`config.mk`:
```
export PLATFORM = sky130hd
export DESIGN_NAME = pmem_line_adapter
export DESIGN_NICKNAME = d
export VERILOG_FILES = /design/src/rtl/rv32i_types.sv /design/src/rtl/pmem_line_adapter.sv
export SDC_FILE = /design/constraint.sdc
export NUM_CORES = 1
export LEC_CHECK = 0
export BUFFER_PORTS_ARGS = -buffer_cell sky130_fd_sc_hd__buf_2
export CORE_AREA = 2 2 279 281
export CTS_CLUSTER_DIAMETER = 40
export DETAILED_ROUTE_END_ITERATION = 7
export DIE_AREA = 0 0 281 283
export MAX_ROUTING_LAYER = met4
export PLACE_DENSITY = 0.47
export SLEW_MARGIN = 10
export SYNTH_ARGS = -nofsm -noshare
export SYNTH_HDL_FRONTEND = slang
export SYNTH_SLANG_ARGS = --single-unit
```
`constraint.sdc`:
```
create_clock -name clk -period 3.2 [get_ports clk]
set_input_delay 0.48 -clock clk [delete_from_list [all_inputs] [get_ports clk]]
set_output_delay 0.48 -clock clk [all_outputs]
set_load 0.02 [all_outputs]
```
`src/rtl/rv32i_types.sv`:
```
// rtl/rv32i_types.sv - shared RV32I word type, line/beat widths and line-adapter FSM states
package rv32i_types;

    typedef logic [31:0] rv32i_word;

    localparam int LINE_WIDTH = 256;
    localparam int BEAT_WIDTH = 64;

    typedef enum logic [1:0] {
        IDLE     = 2'd0,
        RD_BURST = 2'd1,
        WR_BURST = 2'd2,
        DONE     = 2'd3
    } pmem_state_e;

endpackage

```
`src/rtl/pmem_line_adapter.sv`:
```
// rtl/pmem_line_adapter.sv - L2 line to physical-memory burst adapter (256-bit line <-> 4 x 64-bit beats)
//
// Ports:
//   clk, rst_n                      clock, asynchronous active-low reset
//   line_read, line_write           L2 fill / writeback requests, held until line_resp
//   line_address, line_wdata        request address and victim line
//   line_rdata, line_resp           assembled fill line, one-cycle completion pulse
//   burst_read, burst_write         burst commands to memory
//   burst_address                   line-aligned burst address
//   burst_wdata, burst_rdata        outgoing / incoming 64-bit beat
//   burst_resp                      one beat accepted/valid per high cycle
module pmem_line_adapter
    import rv32i_types::*;
#(
    parameter int BEATS    = 4,
    parameter int s_offset = 5
) (
    input  logic                  clk,
    input  logic                  rst_n,
    input  logic                  line_read,
    input  logic                  line_write,
    input  rv32i_word             line_address,
    input  logic [LINE_WIDTH-1:0] line_wdata,
    output logic [LINE_WIDTH-1:0] line_rdata,
    output logic                  line_resp,
    output logic                  burst_read,
    output logic                  burst_write,
    output rv32i_word             burst_address,
    output logic [BEAT_WIDTH-1:0] burst_wdata,
    input  logic [BEAT_WIDTH-1:0] burst_rdata,
    input  logic                  burst_resp
);

    localparam logic [1:0] LAST_BEAT = 2'(BEATS - 1);

    pmem_state_e             state_q;
    logic [1:0]              cnt_q;
    logic [31-s_offset:0]    addr_q;
    logic [LINE_WIDTH-1:0]   buf_q;
    logic                    burst_read_q;
    logic                    burst_write_q;
    logic                    line_resp_q;

    // Byte-offset bits of the request address never reach memory.
    logic unused_offset;
    assign unused_offset = ^line_address[s_offset-1:0];

    always_ff @(posedge clk or negedge rst_n) begin
        if (!rst_n) begin
            state_q       <= IDLE;
            cnt_q         <= '0;
            addr_q        <= '0;
            buf_q         <= '0;
            burst_read_q  <= 1'b0;
            burst_write_q <= 1'b0;
            line_resp_q   <= 1'b0;
        end else begin
            case (state_q)
                IDLE: begin
                    // Writeback has priority so a dirty victim leaves before its fill.
                    if (line_write) begin
                        buf_q         <= line_wdata;
                        addr_q        <= line_address[31:s_offset];
                        cnt_q         <= '0;
                        burst_write_q <= 1'b1;
                        state_q       <= WR_BURST;
                    end else if (line_read) begin
                        addr_q        <= line_address[31:s_offset];
                        cnt_q         <= '0;
                        burst_read_q  <= 1'b1;
                        state_q       <= RD_BURST;
                    end
                end
                RD_BURST: begin
                    if (burst_resp) begin
                        buf_q[{cnt_q, 6'b0} +: BEAT_WIDTH] <= burst_rdata;
                        cnt_q <= cnt_q + 2'd1;
                        if (cnt_q == LAST_BEAT) begin
                            burst_read_q <= 1'b0;
                            line_resp_q  <= 1'b1;
                            state_q      <= DONE;
                        end
                    end
                end
                WR_BURST: begin
                    if (burst_resp) begin
                        cnt_q <= cnt_q + 2'd1;
                        if (cnt_q == LAST_BEAT) begin
                            burst_write_q <= 1'b0;
                            line_resp_q   <= 1'b1;
                            state_q       <= DONE;
                        end
                    end
                end
                DONE: begin
                    line_resp_q <= 1'b0;
                    state_q     <= IDLE;
                end
                default: begin
                    state_q <= IDLE;
                end
            endcase
        end
    end

    assign burst_read    = burst_read_q;
    assign burst_write   = burst_write_q;
    assign line_resp     = line_resp_q;
    assign line_rdata    = buf_q;
    assign burst_address = (state_q == IDLE) ? '0 : {addr_q, {s_offset{1'b0}}};
    assign burst_wdata   = (state_q == WR_BURST) ? buf_q[{cnt_q, 6'b0} +: BEAT_WIDTH] : '0;

endmodule

```
Word-level counts from Yosys, hierarchy flattened

Index checks and enable logic that the tools add are counted.
Widths: inputs -> output; s select.

Magnitude comparators: 0
Shift operators: 3
Mux-type cells: 27
Equal/unequal tests: 14
Bitwise operators: 0
Add/sub/neg operators: 2
Reduce and logical (&&, ||, !) cells: 14
Div/mod/pow operators: 0
Multiply operators: 0

Operators by type and width:

| operator                  | number |
|---|---|
| $mux 256                  | 2 |
| $pmux 256 s2              | 1 |
| $bwmux 256                | 1 |
| $shift 64x10->256 const A | 1 |
| $shiftx 256x9->64         | 1 |
| $shiftx 64x10->256        | 1 |
| $mux 64                   | 1 |
| $mux 27                   | 2 |
| $mux 32                   | 1 |
| $mux 2                    | 7 |
| $ne 2x2->1 const B        | 7 |
| $reduce_and 3->1          | 4 |
| $neg 8->10                | 1 |
| $reduce_bool 2->1         | 5 |
| $mux 1                    | 7 |
| $eq 2x2->1 const B        | 3 |
| $pmux 1 s2                | 3 |
| $pmux 2 s3                | 1 |
| $reduce_and 5->1          | 1 |
| $ne 2x1->1 const B        | 2 |
| $pmux 2 s2                | 1 |
| $reduce_and 4->1          | 1 |
| $ne 3x3->1 const B        | 1 |
| $add 2x1->2 const B       | 1 |
| 4 further kinds           | 4 |

Memory bits (writable): 0
Logic and storage cells: 67
Register bits: 290
Output and inout bits: 355
Latch bits: 0
ROM bits: 0
Memories: 0

Logic depth before layout (Yosys ltp)

Depth in word-level cells: 5
Depth in mapped cells: 10
Gate-level depth less buffers: 5

Worst setup path after synthesis

OpenSTA, ideal clock, no wires.

Kind: reg-to-reg
Start point: register cnt_q[0]
End point: register buf_q[88], in the netlist line_rdata[88]
Period minus slack after synthesis: 2.457 ns
Buffers on the path: 5
Data arrival time: 2.332 ns
Setup slack: 0.743 ns
Cell stages (with the launch flop): 11
Cells stage by stage: dfrtp_1 -> buf_2 -> buf_2 -> buf_2 -> inv_1 -> ha_1 -> and2_1 -> buf_2 -> clkbuf_1 -> a32o_1 -> mux2_4

Cells in the longest elaborated chain, start to end: 5

Ends and longest elaborated chain:

| element                                                 | RTL line                | text |
|---|---|---|
| start: declaration                                      | pmem_line_adapter.sv:37 | `logic [1:0] cnt_q;` |
| start signal: assignment                                | pmem_line_adapter.sv:77 | `cnt_q <= cnt_q + 2'd1;` |
| start signal: assignment                                | pmem_line_adapter.sv:87 | `cnt_q <= cnt_q + 2'd1;` |
| $neg 8->10 (*)                                          | pmem_line_adapter.sv:76 | `buf_q[{cnt_q, 6'b0} +: BEAT_WIDTH] <= burst_rdata;` |
| $shiftx 64x10->256 or $shift 64x10->256 (tied branches) | pmem_line_adapter.sv:76 |  |
| $bwmux 256 (*)                                          | pmem_line_adapter.sv:76 |  |
| $mux 256 (*)                                            | pmem_line_adapter.sv:75 | `if (burst_resp) begin` |
| $pmux 256 s2 (*)                                        | pmem_line_adapter.sv:58 | `case (state_q)` |
| end signal: assignment                                  | pmem_line_adapter.sv:62 | `buf_q <= line_wdata;` |
| end signal: indexed assignment                          | pmem_line_adapter.sv:76 |  |
| end: declaration                                        | pmem_line_adapter.sv:39 | `logic [LINE_WIDTH-1:0] buf_q;` |

Every way passes the cells marked *; elsewhere a longest branch is shown, timed or not. The select of a mux whose other input is x is not followed.
A chain may end at the register's enable or synchronous reset.

Worst setup path in the final report

Start point: register cnt_q[0]
End point: output burst_wdata[3]

Cells in the longest elaborated chain, start to end: 2

Ends and longest elaborated chain:

| element           | RTL line                 | text |
|---|---|---|
| $shiftx 256x9->64 | pmem_line_adapter.sv:111 | `assign burst_wdata = (state_q == WR_BURST) ? buf_q[{cnt_q, 6'b0} +: BEAT_WIDTH] : '0;` |
| $mux 64           | pmem_line_adapter.sv:111 |  |
| end: declaration  | pmem_line_adapter.sv:29  | `output logic [BEAT_WIDTH-1:0] burst_wdata,` |

Every way passes these cells.

==> reports/metrics.cfg <==
[logic_synthesis]
synth_largest_area_cell = sky130_fd_sc_hd__dfrtp_1
post_synth_most_frequent_cells = 290 x sky130_fd_sc_hd__dfrtp_1, 230 x sky130_fd_sc_hd__mux2_2, 134 x sky130_fd_sc_hd__inv_1
ys_top_cells_by_area = sky130_fd_sc_hd__dfrtp_1 42%, sky130_fd_sc_hd__mux2_2 15%, sky130_fd_sc_hd__mux4_2 8.3%, sky130_fd_sc_hd__a32o_1 7.4%, sky130_fd_sc_hd__o32ai_1 6.4%
synth-seq-cells = 290
syn_inst = 1390
netlist-cell-type-count = 35
sequential_share_of_the_synthesized_area = 0.4201
synth_warnings = 0
ys_async_sr_fraction = 1.000
postSynthAreaPerCell_um2 = 12.43
synth_top_area_share = 0.4201
synth_area_um2 = 17280
synth-edff-count = 0
yosysMostFrequentCell = sky130_fd_sc_hd__dfrtp_1
ys_dominant_reg_cell = sky130_fd_sc_hd__dfrtp_1

[clocking]
clock_latency_reported_for_the_late_side_of_the_worst_skew_pair_ns = 0.58
cts-root-buf = sky130_fd_sc_hd__clkbuf_16
clock_path_buffers = 3
cts_setup_buffers = 0
cts_sinks = 290
tritoncts_clock_tree = built
cts_buffers = 73
htree_num_levels = 3
cts.clk_slew.worst_paths_ns = 0.04
cts-resized-gates = 0

[sta]
layout_worst_path_cycle_share = 0.9345
max_freq_mhz = 334.4
period_needed_ns = 2.990
grt_setup_unrepaired = false
relSlewSlack = 0.3827
number_of_slew_limit_violations_in_the_final_report = 0
whs_ns = 0.1265
setup-violations-final = 0
clock-skew-final_ns = 0.02020
totalNegativeSetupSlack_ns = 0
worst_slew_pin_slew_ns = 0.9260
timing.final.hold_violations = 0
setup_slack_ns = 0.2096

[setup_path]
setup.reg_to_reg.worst_slack_ns = 0.39
slowest_delay_ns = 0.57
crit_slowest_cell = sky130_fd_sc_hd__mux4_2
criticalPathCategory = flop to output port
cp-start-kind = flop
r2r-end = line_rdata[250]$_DFFE_PN0P_
crit_required_ns = 2.72
maximum_fanout_encountered_on_the_critical_timing_path = 68
timing.critical_path.max_delay_family = multiplexers
timing.critical_path.buf_inv = 2
cp-endpoint = burst_wdata[3]
worst-path-stages = 4
cp_cell_sequence = buf_12 > mux4_2 > and2_1 > buf_2
worstReg2RegStart = cnt_q[1]$_DFFE_PN0P_
cp_data_arrival_time_ns = 2.51
reg2regPathDepth = 6
cp-startpoint = cnt_q[0]$_DFFE_PN0P_
crit_path_end_kind = output port

[floorplanning]
start_util = 0.2252
io_pins = 712
die-width_um = 281
die-area_um2 = 79520
core-area_um2 = 76700
fp-row-count = 102
dieHeight_um = 283

[run_status]
outcome = completed

[routing]
drt-initial-drc-count = 1032
ant_nets = 0
drt-vias-per-instance = 4.947
routed-via-count = 15650
wl_per_cell_um = 25.10
post-route-drc-count = 0
drt_first_pass_iters = 5
routed_wl_um = 79390

[power]
max-vdd-ir-drop_uv = 564.2
comb_power_share = 0.523
report.power.total_uw = 30660
power.static_leakage_uw = 0.01139
p_per_area_nw_per_um2 = 1265
seq_power_share = 0.237
power.internal_uw = 17400
pwr-share-clk = 0.240
switching_power_uw = 13260
proportion_of_total_power_due_to_net_switching = 0.4324

[placed_design]
place.detailed.hpwl_um = 54000
port_buf_inserts = 701
finalWeightedCongestion = 0.8278
dpl-instance-area_um2 = 21780
post-place-ws_ns = 0.5133

[cells_and_area]
fillers = 7934
flow.area_growth_from_synthesis_pct = 40.30
nNetsFinal = 2424
share_of_cells_above_drive_strength_1 = 0.5668
layout.cell_area.non_filler_um2 = 24240

[global_routing]
track_usage = 0.1996
wire_length_of_the_first_global_routing_pass_um = 115000
grt_max_degree = 94
grt_antenna_before_repair = 17
global_route.overflow_total = 0
first_global_vias = 16650

[flow_run]
max_cap_viol_count = 0

[min_path]
hold_path.class = input port to flop

-- cells in the final DEF (no fill, tap or decap), types with 2 or more instances in the layout --
master | Yosys | routed
sky130_fd_sc_hd__dfrtp_4 | 0 | 2
sky130_fd_sc_hd__conb_1 | 1 | 5
sky130_fd_sc_hd__inv_6 | 0 | 4
sky130_fd_sc_hd__buf_12 | 0 | 21
sky130_fd_sc_hd__diode_2 | 0 | 13
sky130_fd_sc_hd__o32ai_1 | 126 | 126
sky130_fd_sc_hd__ha_1 | 9 | 7
sky130_fd_sc_hd__mux2_1 | 23 | 23
sky130_fd_sc_hd__nand3_1 | 5 | 5
sky130_fd_sc_hd__clkinvlp_4 | 0 | 4
sky130_fd_sc_hd__clkinv_2 | 0 | 13
sky130_fd_sc_hd__buf_4 | 14 | 15
sky130_fd_sc_hd__inv_1 | 134 | 133
sky130_fd_sc_hd__and2_1 | 65 | 64
sky130_fd_sc_hd__nand2_4 | 0 | 2
sky130_fd_sc_hd__o211ai_1 | 2 | 2
sky130_fd_sc_hd__clkinv_4 | 0 | 3
sky130_fd_sc_hd__bufinv_16 | 0 | 8
sky130_fd_sc_hd__clkbuf_16 | 0 | 73
sky130_fd_sc_hd__buf_2 | 29 | 700
sky130_fd_sc_hd__o41ai_1 | 2 | 2
sky130_fd_sc_hd__clkbuf_8 | 0 | 11
sky130_fd_sc_hd__clkbuf_1 | 67 | 11
sky130_fd_sc_hd__mux2_4 | 30 | 30
sky130_fd_sc_hd__a21oi_1 | 3 | 3
sky130_fd_sc_hd__nand2b_1 | 69 | 67
sky130_fd_sc_hd__ha_4 | 0 | 2
sky130_fd_sc_hd__nor2b_1 | 29 | 28
sky130_fd_sc_hd__mux2_2 | 230 | 230
sky130_fd_sc_hd__nand2b_4 | 0 | 2
sky130_fd_sc_hd__mux2i_1 | 2 | 2
sky130_fd_sc_hd__mux4_2 | 64 | 64
sky130_fd_sc_hd__nand2_1 | 9 | 8
sky130_fd_sc_hd__dfrtp_1 | 290 | 288
sky130_fd_sc_hd__a21oi_4 | 4 | 4
sky130_fd_sc_hd__o21ai_0 | 6 | 5
sky130_fd_sc_hd__a32o_1 | 128 | 128
-- power by group through the flow --
| stage | Combinational, uW | Clock, uW | Sequential, uW |
|---|---|---|---|
| after floorplan | 8930 | 0 | 8620 |
| after global placement | 15900 | 0 | 7200 |
| after detailed placement | 16100 | 0 | 7300 |
| after global routing | 16900 | 7740 | 7490 |
| final | 16000 | 7360 | 7270 |
| after CTS | 16200 | 7560 | 7270 |
-- area by class of cell --
type / instances / area, um2 / area share
diodes: 13 / 32.53 / 0.001342
inverters: 134 / 505.5 / 0.02086
flip-flops and latches: 290 / 7264 / 0.2997
clock buffers: 95 / 2019 / 0.08332
repair buffers: 738 / 4061 / 0.1676
clock inverters: 32 / 396.6 / 0.01636
multi-input cells: 821 / 8656 / 0.3571
well taps: 1040 / 1301 / 0.05369
-- cells by family after synthesis --
logic type,Yosys count,synth area share
muxes,350,0.2769
DFF,290,0.4201
buffers and inverters,283,0.08358
AOI/OAI and AO/OA,277,0.1490
and+or+nand+nor,180,0.06373
adders and majority gates,9,0.006519
other,1,0.0002171
-- timing repair --
action,4_1_cts,5_1_grt
setup endpoints to repair,0,0
hold endpoints to repair,55,0
hold buffers,1,0
-- sequential cells by signal (all words and copies together), names as in the netlist --
signal and cells:
addr_q 27, burst_read 1, burst_write 1, cnt_q 2, line_rdata 256, line_resp 1
state_q 2
-- routing by layer --
layer	track usage	share of wire
met3	0.04643	0.073
met1	0.2519	0.42
met5	-	0
met2	0.3146	0.48
met4	0.06444	0.026
-- worst min path at each step --
stage                                      from  cells after the start                    end  slack [ns]
final                           line_address[9]                      2  addr_q[4]$_DFFE_PN0P_        0.13
after detailed placement  addr_q[8]$_DFFE_PN0P_                      1  addr_q[8]$_DFFE_PN0P_        0.49
after floorplan                           rst_n                      0  addr_q[0]$_DFFE_PN0P_        0.18
after global routing           line_address[11]                      2  addr_q[6]$_DFFE_PN0P_        0.10
after CTS                       line_address[9]                      2  addr_q[4]$_DFFE_PN0P_        0.08
after global placement    addr_q[1]$_DFFE_PN0P_                      1  addr_q[1]$_DFFE_PN0P_        0.48
-- worst register-to-register path, delay by kind of cell (launching register included) --
kind,cells,cell delay (ns)
flip-flops,1,0.41
adder cells (fa/ha/maj),1,0.38
AO/OA/AOI/OAI,1,0.20
buffers and inverters,2,0.71
multiplexers,1,0.82
AND/OR/NAND/NOR,1,0.17
-- metrics by stage --
stage | util | std cells
2_1_floorplan | - | 1394
3_3_place_gp | 0.2839 | 3022
3_5_place_dp | 0.2839 | 3022
4_1_cts | 0.3156 | 3150
5_1_grt | 0.3160 | 3162
6_report | 0.3160 | 3163
Note: power is estimated with default switching activity, not from simulation.
